<file path="config.mk">
export PLATFORM = sky130hd
export DESIGN_NAME = led_arbiter
export DESIGN_NICKNAME = d
export VERILOG_FILES = /design/src/rtl/led_pkg.sv /design/src/rtl/tick_counter.sv /design/src/rtl/led_arbiter.sv
export SDC_FILE = /design/constraint.sdc
export NUM_CORES = 1
export LEC_CHECK = 0
export BUFFER_PORTS_ARGS = -buffer_cell sky130_fd_sc_hd__buf_2
export CORE_ASPECT_RATIO = 0.7
export CORE_MARGIN = 5
export CORE_UTILIZATION = 55
export DETAILED_ROUTE_END_ITERATION = 12
export PLACE_DENSITY_LB_ADDON = 0.12
export SLEW_MARGIN = 20
export SYNTH_ARGS = -nofsm -noshare
export SYNTH_HDL_FRONTEND = slang
export SYNTH_SLANG_ARGS = --single-unit
export TNS_END_PERCENT = 30
</file>
<file path="constraint.sdc">
create_clock -name clock -period 2.1 [get_ports clock]
set_input_delay 0.21 -clock clock [delete_from_list [all_inputs] [get_ports clock]]
set_output_delay 0.21 -clock clock [all_outputs]
set_load 0.01 [all_outputs]
</file>
<file path="src/rtl/led_pkg.sv">
// ============================================================================
//  led_pkg : shared types and constants for the LED arbiter
//  Rev 1.0 : initial release
// ============================================================================
`default_nettype none

package led_pkg;

    // Per-requester LED drive request
    typedef enum logic [1:0] {
        STATE_OFF   = 2'd0,
        STATE_BLINK = 2'd1,
        STATE_ON    = 2'd2
    } state_t;

    typedef enum logic [1:0] {
        ARB_IDLE  = 2'd0,
        ARB_GRANT = 2'd1,
        ARB_GAP   = 2'd2
    } arb_state_t;

    // 10 Hz tick from a 50 MHz clock
    localparam int c_DEFAULT_TICK_DIVIDER = 5_000_000;

endpackage

`default_nettype wire

</file>
<file path="src/rtl/tick_counter.sv">
// ============================================================================
//  tick_counter : free-running divider, single-cycle tick every TICK_DIVIDER
//  Rev 1.0 : initial release
// ============================================================================
`default_nettype none

module tick_counter
    import led_pkg::*;
#(
    parameter int TICK_DIVIDER = c_DEFAULT_TICK_DIVIDER
) (
    input  logic clock,
    input  logic reset,
    input  logic enable,
    input  logic clear,
    output logic tick
);

    localparam int              c_W    = (TICK_DIVIDER > 1) ? $clog2(TICK_DIVIDER) : 1;
    localparam logic [c_W-1:0]  c_LAST = c_W'(TICK_DIVIDER - 1);

    logic [c_W-1:0] count_q;
    logic [c_W-1:0] count_d;

    always_comb begin
        count_d = count_q;
        if (clear) begin
            count_d = '0;
        end else if (enable) begin
            count_d = (count_q == c_LAST) ? '0 : count_q + c_W'(1);
        end
    end

    always_ff @(posedge clock) begin
        if (reset) begin
            count_q <= '0;
        end else begin
            count_q <= count_d;
        end
    end

    assign tick = enable & (count_q == c_LAST);

endmodule

`default_nettype wire

</file>
<file path="src/rtl/led_arbiter.sv">
// ============================================================================
//  led_arbiter : round-robin time-sliced sharing of one LED between requesters
//  Rev 1.0 : initial release
// ============================================================================
`default_nettype none

module led_arbiter
    import led_pkg::*;
#(
    parameter int REQ_COUNT    = 4,
    parameter int SLOT_TICKS   = 10,
    parameter int TICK_DIVIDER = c_DEFAULT_TICK_DIVIDER
) (
    input  logic                   clock,
    input  logic                   reset,
    input  logic [REQ_COUNT-1:0]   req,
    input  logic [2*REQ_COUNT-1:0] mode,
    output logic [REQ_COUNT-1:0]   grant,
    output logic                   busy,
    output logic                   led
);

    localparam int                   c_IDX_W     = (REQ_COUNT > 1) ? $clog2(REQ_COUNT) : 1;
    localparam int                   c_SLOT_W    = (SLOT_TICKS > 1) ? $clog2(SLOT_TICKS) : 1;
    localparam logic [c_IDX_W:0]     c_REQ_N     = (c_IDX_W + 1)'(REQ_COUNT);
    localparam logic [c_SLOT_W-1:0]  c_SLOT_LAST = c_SLOT_W'(SLOT_TICKS - 1);

    arb_state_t            state_q, state_d;
    logic [REQ_COUNT-1:0]  grant_q, grant_d;
    logic                  busy_q,  busy_d;
    logic                  led_q,   led_d;
    logic [c_IDX_W-1:0]    idx_q,   idx_d;
    logic [c_IDX_W-1:0]    ptr_q,   ptr_d;
    logic [c_SLOT_W-1:0]   slot_q,  slot_d;
    logic                  phase_q, phase_d;

    logic                  tick;
    logic [c_IDX_W-1:0]    pick;
    logic [c_IDX_W:0]      cand;
    logic [c_IDX_W:0]      ptr_sum;
    logic [c_IDX_W-1:0]    ptr_next;
    state_t                cur_mode;

    tick_counter #(
        .TICK_DIVIDER (TICK_DIVIDER)
    ) u_tick (
        .clock  (clock),
        .reset  (reset),
        .enable (state_q == ARB_GRANT),
        .clear  (state_q != ARB_GRANT),
        .tick   (tick)
    );

    // Scan offsets high to low so the nearest requester after ptr wins last
    always_comb begin
        pick = '0;
        cand = '0;
        for (int k = REQ_COUNT - 1; k >= 0; k--) begin
            cand = {1'b0, ptr_q} + (c_IDX_W + 1)'(k);
            if (cand >= c_REQ_N) begin
                cand = cand - c_REQ_N;
            end
            if (req[cand[c_IDX_W-1:0]]) begin
                pick = cand[c_IDX_W-1:0];
            end
        end
    end

    assign ptr_sum  = {1'b0, idx_q} + (c_IDX_W + 1)'(1);
    assign ptr_next = (ptr_sum >= c_REQ_N) ? '0 : ptr_sum[c_IDX_W-1:0];
    assign cur_mode = state_t'(mode[{idx_q, 1'b0} +: 2]);

    always_comb begin
        state_d = state_q;
        grant_d = grant_q;
        busy_d  = busy_q;
        idx_d   = idx_q;
        ptr_d   = ptr_q;
        slot_d  = slot_q;
        phase_d = phase_q;
        led_d   = 1'b0;
        case (state_q)
            ARB_IDLE: begin
                grant_d = '0;
                busy_d  = 1'b0;
                if (|req) begin
                    state_d       = ARB_GRANT;
                    grant_d[pick] = 1'b1;
                    busy_d        = 1'b1;
                    idx_d         = pick;
                    slot_d        = '0;
                    phase_d       = 1'b1;
                end
            end
            ARB_GRANT: begin
                case (cur_mode)
                    STATE_ON:    led_d = 1'b1;
                    STATE_BLINK: led_d = phase_q;
                    default:     led_d = 1'b0;
                endcase
                if (!req[idx_q] || (tick && (slot_q == c_SLOT_LAST))) begin
                    state_d = ARB_GAP;
                    grant_d = '0;
                    busy_d  = 1'b0;
                    ptr_d   = ptr_next;
                end else if (tick) begin
                    phase_d = ~phase_q;
                    slot_d  = slot_q + c_SLOT_W'(1);
                end
            end
            ARB_GAP: begin
                state_d = ARB_IDLE;
                grant_d = '0;
                busy_d  = 1'b0;
            end
            default: begin
                state_d = ARB_IDLE;
                grant_d = '0;
                busy_d  = 1'b0;
            end
        endcase
    end

    always_ff @(posedge clock) begin
        if (reset) begin
            state_q <= ARB_IDLE;
            grant_q <= '0;
            busy_q  <= 1'b0;
            led_q   <= 1'b0;
            idx_q   <= '0;
            ptr_q   <= '0;
            slot_q  <= '0;
            phase_q <= 1'b0;
        end else begin
            state_q <= state_d;
            grant_q <= grant_d;
            busy_q  <= busy_d;
            led_q   <= led_d;
            idx_q   <= idx_d;
            ptr_q   <= ptr_d;
            slot_q  <= slot_d;
            phase_q <= phase_d;
        end
    end

    assign grant = grant_q;
    assign busy  = busy_q;
    assign led   = led_q;

endmodule

`default_nettype wire

</file>
==> Word level (Yosys, flattened, before mapping) <==
Cells that the tools add are included.
{ "word_totals": {"ff_bits": 40, "out_inout_bits": 6, "wordCells": 98} }
{ "op_classes": {"bitwise": 3, "reduce_logical": 13, "n_addsub": 10, "n_eq_ne": 10, "shift": 1, "n_lt_le_gt_ge": 12, "n_mux": 40} }
{ "ops": {"columns": ["operator", "n"], "rows": [
  ["adder 23 x 1 -> 23 bit (second input constant)", 1],
  ["equality test 23 bit (second input constant)", 1],
  ["2-to-1 mux 23 bit", 1],
  ["2-to-1 mux 2 bit", 11],
  ["2-to-1 mux 4 bit", 5],
  ["less-than comparator 2 x 3 -> 1 bit (second input constant)", 6],
  ["case mux 4 bit (2 select lines)", 2],
  ["greater-or-equal comparator 3 bit (second input constant)", 4],
  ["2-to-1 mux 1 bit", 11],
  ["binary-select mux 1 bit (select 2 bit)", 5],
  ["!= test 2 bit (second input constant)", 4],
  ["indexed part select 8 x 4 -> 2 bit", 1],
  ["subtractor 2 x 1 -> 2 bit (second input constant)", 4],
  ["adder 2 x 1 -> 3 bit (second input constant)", 2],
  ["adder 2 x 2 -> 3 bit (second input constant)", 2],
  ["case mux 1 bit (2 select lines)", 3],
  ["AND reduction 2 bit", 3],
  ["adder 4 x 1 -> 4 bit (second input constant)", 1],
  ["equality test 2 x 1 -> 1 bit (second input constant)", 2],
  ["equality test 4 bit (second input constant)", 1],
  ["case mux 2 bit (2 select lines)", 1],
  ["AND reduction 4 bit", 1],
  ["OR reduction 2 bit", 2],
  ["OR reduction 4 bit", 1],
  ["12 further kinds", 14]
]} }

==> Longest topological paths before layout <==
{ "logic_depth": {"word_depth": 15, "depth_mapped": 7, "ltp_nobuf": 6} }

==> Modules after synthesis <==
Synthesis repeated with hierarchy kept, for this count alone.
{ "hier_totals": {"cells_unflattened": 223, "hier_area_um2": 2034.5} }
{ "modules_own_cells": {"columns": ["module", "n_inst", "seq_area_each_um2", "cells_each", "area_per_inst_um2"], "rows": [
  ["tick_counter", 1, 460.4, 132, 1133.6],
  ["led_arbiter", 1, 340.3, 91, 900.9]
]} }

==> Worst setup path before layout <==
No wires, ideal clock.
{ "synth_timing": {"path_kind": "register -> register", "from": "reg u_tick.count_q[0]", "to": "reg slot_q[2]", "path_buffers": 1, "arrival_ns": 1.587, "period_less_slack_ns": 1.657, "stages_incl_launch_ff": 7, "setup_ns": 0.070, "t_required_ns": 2.030, "setup_slack_ns": 0.443, "path_cell_list": "dfxtp_1 ha_1 buf_2 nor4b_4 nand3_2 or4_1 a21oi_1"} }
{ "synth_via": {"elab_chain_cells": 6} }
{ "synth_lines": {"columns": ["element", "line", "source"], "rows": [
  ["start: declaration", "tick_counter.sv:22", "logic [c_W-1:0] count_q;"],
  ["start signal: assignment", "tick_counter.sv:38", "count_q <= count_d;"],
  ["equality test 23 bit *", "tick_counter.sv:42", "assign tick = enable & (count_q == c_LAST);"],
  ["AND 1 bit *", "tick_counter.sv:42", null],
  ["logical AND 1 bit", "led_arbiter.sv:101", "if (!req[idx_q] || (tick && (slot_q == c_SLOT_LAST))) begin"],
  ["logical OR 1 bit", "led_arbiter.sv:101", null],
  ["!= test 2 bit (no source line)", null, null],
  ["AND reduction 4 bit (no source line) *", null, null],
  ["end signal: assignment", "led_arbiter.sv:141", "slot_q <= slot_d;"],
  ["end: declaration", "led_arbiter.sv:34", "logic [c_SLOT_W-1:0] slot_q, slot_d;"]
]} }
Every way passes the cells marked *; elsewhere a longest branch is shown, timed or not.
A chain may end at the register's enable or synchronous reset.

==> Worst setup path in the final report <==
{ "layout_timing": {"from": "reg u_tick.count_q[0]", "to": "reg ptr_q[0]"} }
{ "layout_via": {"elab_chain_cells": 5} }
{ "layout_lines": {"columns": ["element", "line", "source"], "rows": [
  ["equality test 23 bit", "tick_counter.sv:42", null],
  ["AND 1 bit", "tick_counter.sv:42", null],
  ["logical AND 1 bit", "led_arbiter.sv:101", null],
  ["logical OR 1 bit", "led_arbiter.sv:101", null],
  ["AND reduction 2 bit (no source line)", null, null],
  ["end signal: assignment", "led_arbiter.sv:140", "ptr_q <= ptr_d;"],
  ["end: declaration", "led_arbiter.sv:33", "logic [c_IDX_W-1:0] ptr_q, ptr_d;"]
]} }
Every way passes these cells.

==> results.yml <==
global_route:
  antenna_found_initial: 0
  grt_pass1_vias: 1660
  grt_pass1_wl_um: 8045
  grt_max_degree: 23
  globalRouteOverflowTotal: 0
  grt_util_all_layers: 0.1827
route:
  wl_per_cell_um: 14.45
  avgViaCountPerCell: 5.900
  routed_wirelength_um: 4465
  via_count: 1823
  drt_iter0_markers: 163
  drt_drc_violations_left: 0
  drt_first_pass_iters: 4
  ant_nets: 0
cts:
  cts_setup_buffers: 0
  cts_buffers: 5
  clock-sinks: 40
  htree_num_levels: 2
  clk_pin_slew_ps: 70
  cts_tree: "yes"
  hold_buffers: 0
  cts_root_buf: "clkbuf_8"
  insertion_delay_ps: 290
  cts_max_path_buffers: 2
  cts_resized: 0
setup_path:
  crit_chain: "ha_1 > nor4b_4 > nand4_1 > or2_1 > o311ai_1"
  max_stage_delay_ps: 350
  required_ps: 2300
  cp.depth: 5
  critPathMaxFanout: 6
  cp_slowest_cell: "dfxtp_1"
  start_kind: "register"
  cp.arrival_ps: 2010
  worst_r2r_path_depth: 5
  crit_buf_inv: 0
  crit_family: "simple AND/OR/NAND/NOR gates"
  worstSetupPathType: "reg2reg"
  critPathCaptureType: "register"
yosys:
  synth_cell_types: 61
  synth_warnings: 0
  synth.net_count: 258
  synth_area_per_cell_um2: 9.237
  synth_edf_count: 0
  synth_cells: 238
  yosys_most_used_dff: "dfxtp_1"
  synth-seq-cells: 40
  async_flop_share: 0
  yosysSeqAreaShare: 0.3643
  synth_area_um2: 2198
cells_and_area:
  utilization: 0.6175
  seqCellArea_um2: 800.8
  drive_gt1_frac: 0.1946
  multi_input_area_um2: 1275
  syn2layout_area_growth_pct: 9.505
  nets: 277
  final.fill_count: 352
  post-route-cell-area_um2: 2407
  diodes: 0
  stdcell_count: 309
place:
  post-dp-hpwl_um: 3325
  dpl_worst_slack_ps: 299.6
  place_area_um2: 2311
  dp_cells: 302
  portBuffers: 19
  gp_congestion: 0.8633
timing:
  finalHoldViolCount: 0
  clock_skew_ps: 5.614
  relSlewSlack: 0.7427
  fin_tns_setup_ps: 0
  tightest_slew_ps: 383.7
  max_clock_freq_ghz: 0.5526
  setup_viol: 0
  rsz0062_at_grt: "false"
  fin_crit_sh: 0.8617
  hold_slack_ps: 219.5
  min_period_ps: 1810
  setup_ws_ps: 290.4
  drv_slew: 0
job:
  maxCapViolCount: 0
pwr:
  peakVddDrop_v: 0.0005385
  p_leak_nw: 0.8643
  p_per_area_nw_per_um2: 652.1
  p_total_mw: 1.570
floorplan:
  design.core.area_um2: 3899
  die_width_um: 85.57
  rows: 19
  start_util: 0.5639
  die_y_um: 62.90
  ios: 20
  dieArea_um2: 5382
min_path:
  hp-class: "in2reg"
  min_delay_path_depth: 2
status:
  status: "complete, no violations"
-- state kept, by name, summed over array words and instances (netlist names) --
signal / count
grant: 4
u_tick.count_q: 23
busy: 1
led: 1
slot_q: 4
idx_q: 2
phase_q: 1
state_q: 2
ptr_q: 2
-- final cells by class --
cell class,instances,area share
clock buffer,7,0.04002
inverter,10,0.01559
multi-input combinational,176,0.5296
sequential,40,0.3326
tap,52,0.02703
timing repair buffer,24,0.05509
-- power breakdown --
part	switching, mW	internal (mW)	leakage [nW]
Combinational	0.117	0.0940	0.490
Sequential	0.0278	0.786	0.324
Clock	0.252	0.292	0.0503
Total	0.397	1.17	0.864
-- layer usage --
| layer | global-route usage | part of all wire | vias up |
|---|---|---|---|
| met2 | 0.2335 | 0.37 | 44 |
| met4 | 0.04150 | 0.0069 | 0 |
| li1 | - | - | 930 |
| met5 | 0 | 0 | - |
| met1 | 0.2958 | 0.56 | 847 |
| met3 | 0.04611 | 0.064 | 2 |
-- kinds of logic after synthesis --
| family | Yosys count | share of synthesized area |
|---|---|---|
| fa+ha+maj | 6 | 0.03415 |
| simple gates | 100 | 0.2886 |
| xor+xnor | 11 | 0.04382 |
| buf+inv | 22 | 0.05578 |
| mux | 6 | 0.04781 |
| compound gates | 53 | 0.1656 |
| flops | 40 | 0.3643 |
-- worst register-to-register path: cells and delay by family (launching register included) --
family                   cells  cell delay, ps
AO/OA/AOI/OAI                1             260
adder cells (fa/ha/maj)      1             220
flip-flops                   1             350
AND/OR/NAND/NOR              3             900
-- cells in the mapped netlist, types with 4 or more instances --
cell type | n | share of area
and2_2 | 4 | 0.014
or2_2 | 4 | 0.011
o21ai_0 | 7 | 0.016
inv_1 | 10 | 0.017
buf_2 | 4 | 0.0091
o31ai_1 | 5 | 0.017
nor2_1 | 19 | 0.032
nand2_1 | 7 | 0.012
a32o_1 | 4 | 0.018
or3_1 | 6 | 0.017
xor2_1 | 10 | 0.040
a21oi_1 | 15 | 0.034
nand4_1 | 10 | 0.028
or4_1 | 6 | 0.020
nand3_1 | 11 | 0.025
ha_1 | 6 | 0.034
nor2b_1 | 5 | 0.014
dfxtp_1 | 40 | 0.36
and4_1 | 4 | 0.016
-- layout by cell type, fill, tap and decap left out, drive strengths merged, types with 4 or more instances in the layout --
cell type,count
o21ai,8
xor2,10
or2,5
clkbuf,7
nor3,4
nand4,11
nor2b,5
or4,6
nand3,13
or3,6
a32o,4
buf,24
a21oi,15
inv,10
ha,6
dfxtp,40
and2,6
o31ai,5
and4,5
nor2,19
nand2,7
-- final timing paths --
path                                  startpoint                              to  slack [ps]
setup / recovery  u_tick.count_q[0]$_SDFFE_PP0N_           ptr_q[0]$_SDFFE_PP0P_         290
hold reg to reg   u_tick.count_q[0]$_SDFFE_PP0N_  u_tick.count_q[0]$_SDFFE_PP0N_         440
hold / removal                             reset               busy$_SDFFE_PP0P_         220
setup reg to reg  u_tick.count_q[0]$_SDFFE_PP0N_           ptr_q[0]$_SDFFE_PP0P_         290
Note: power is estimated with default switching activity, not from simulation.
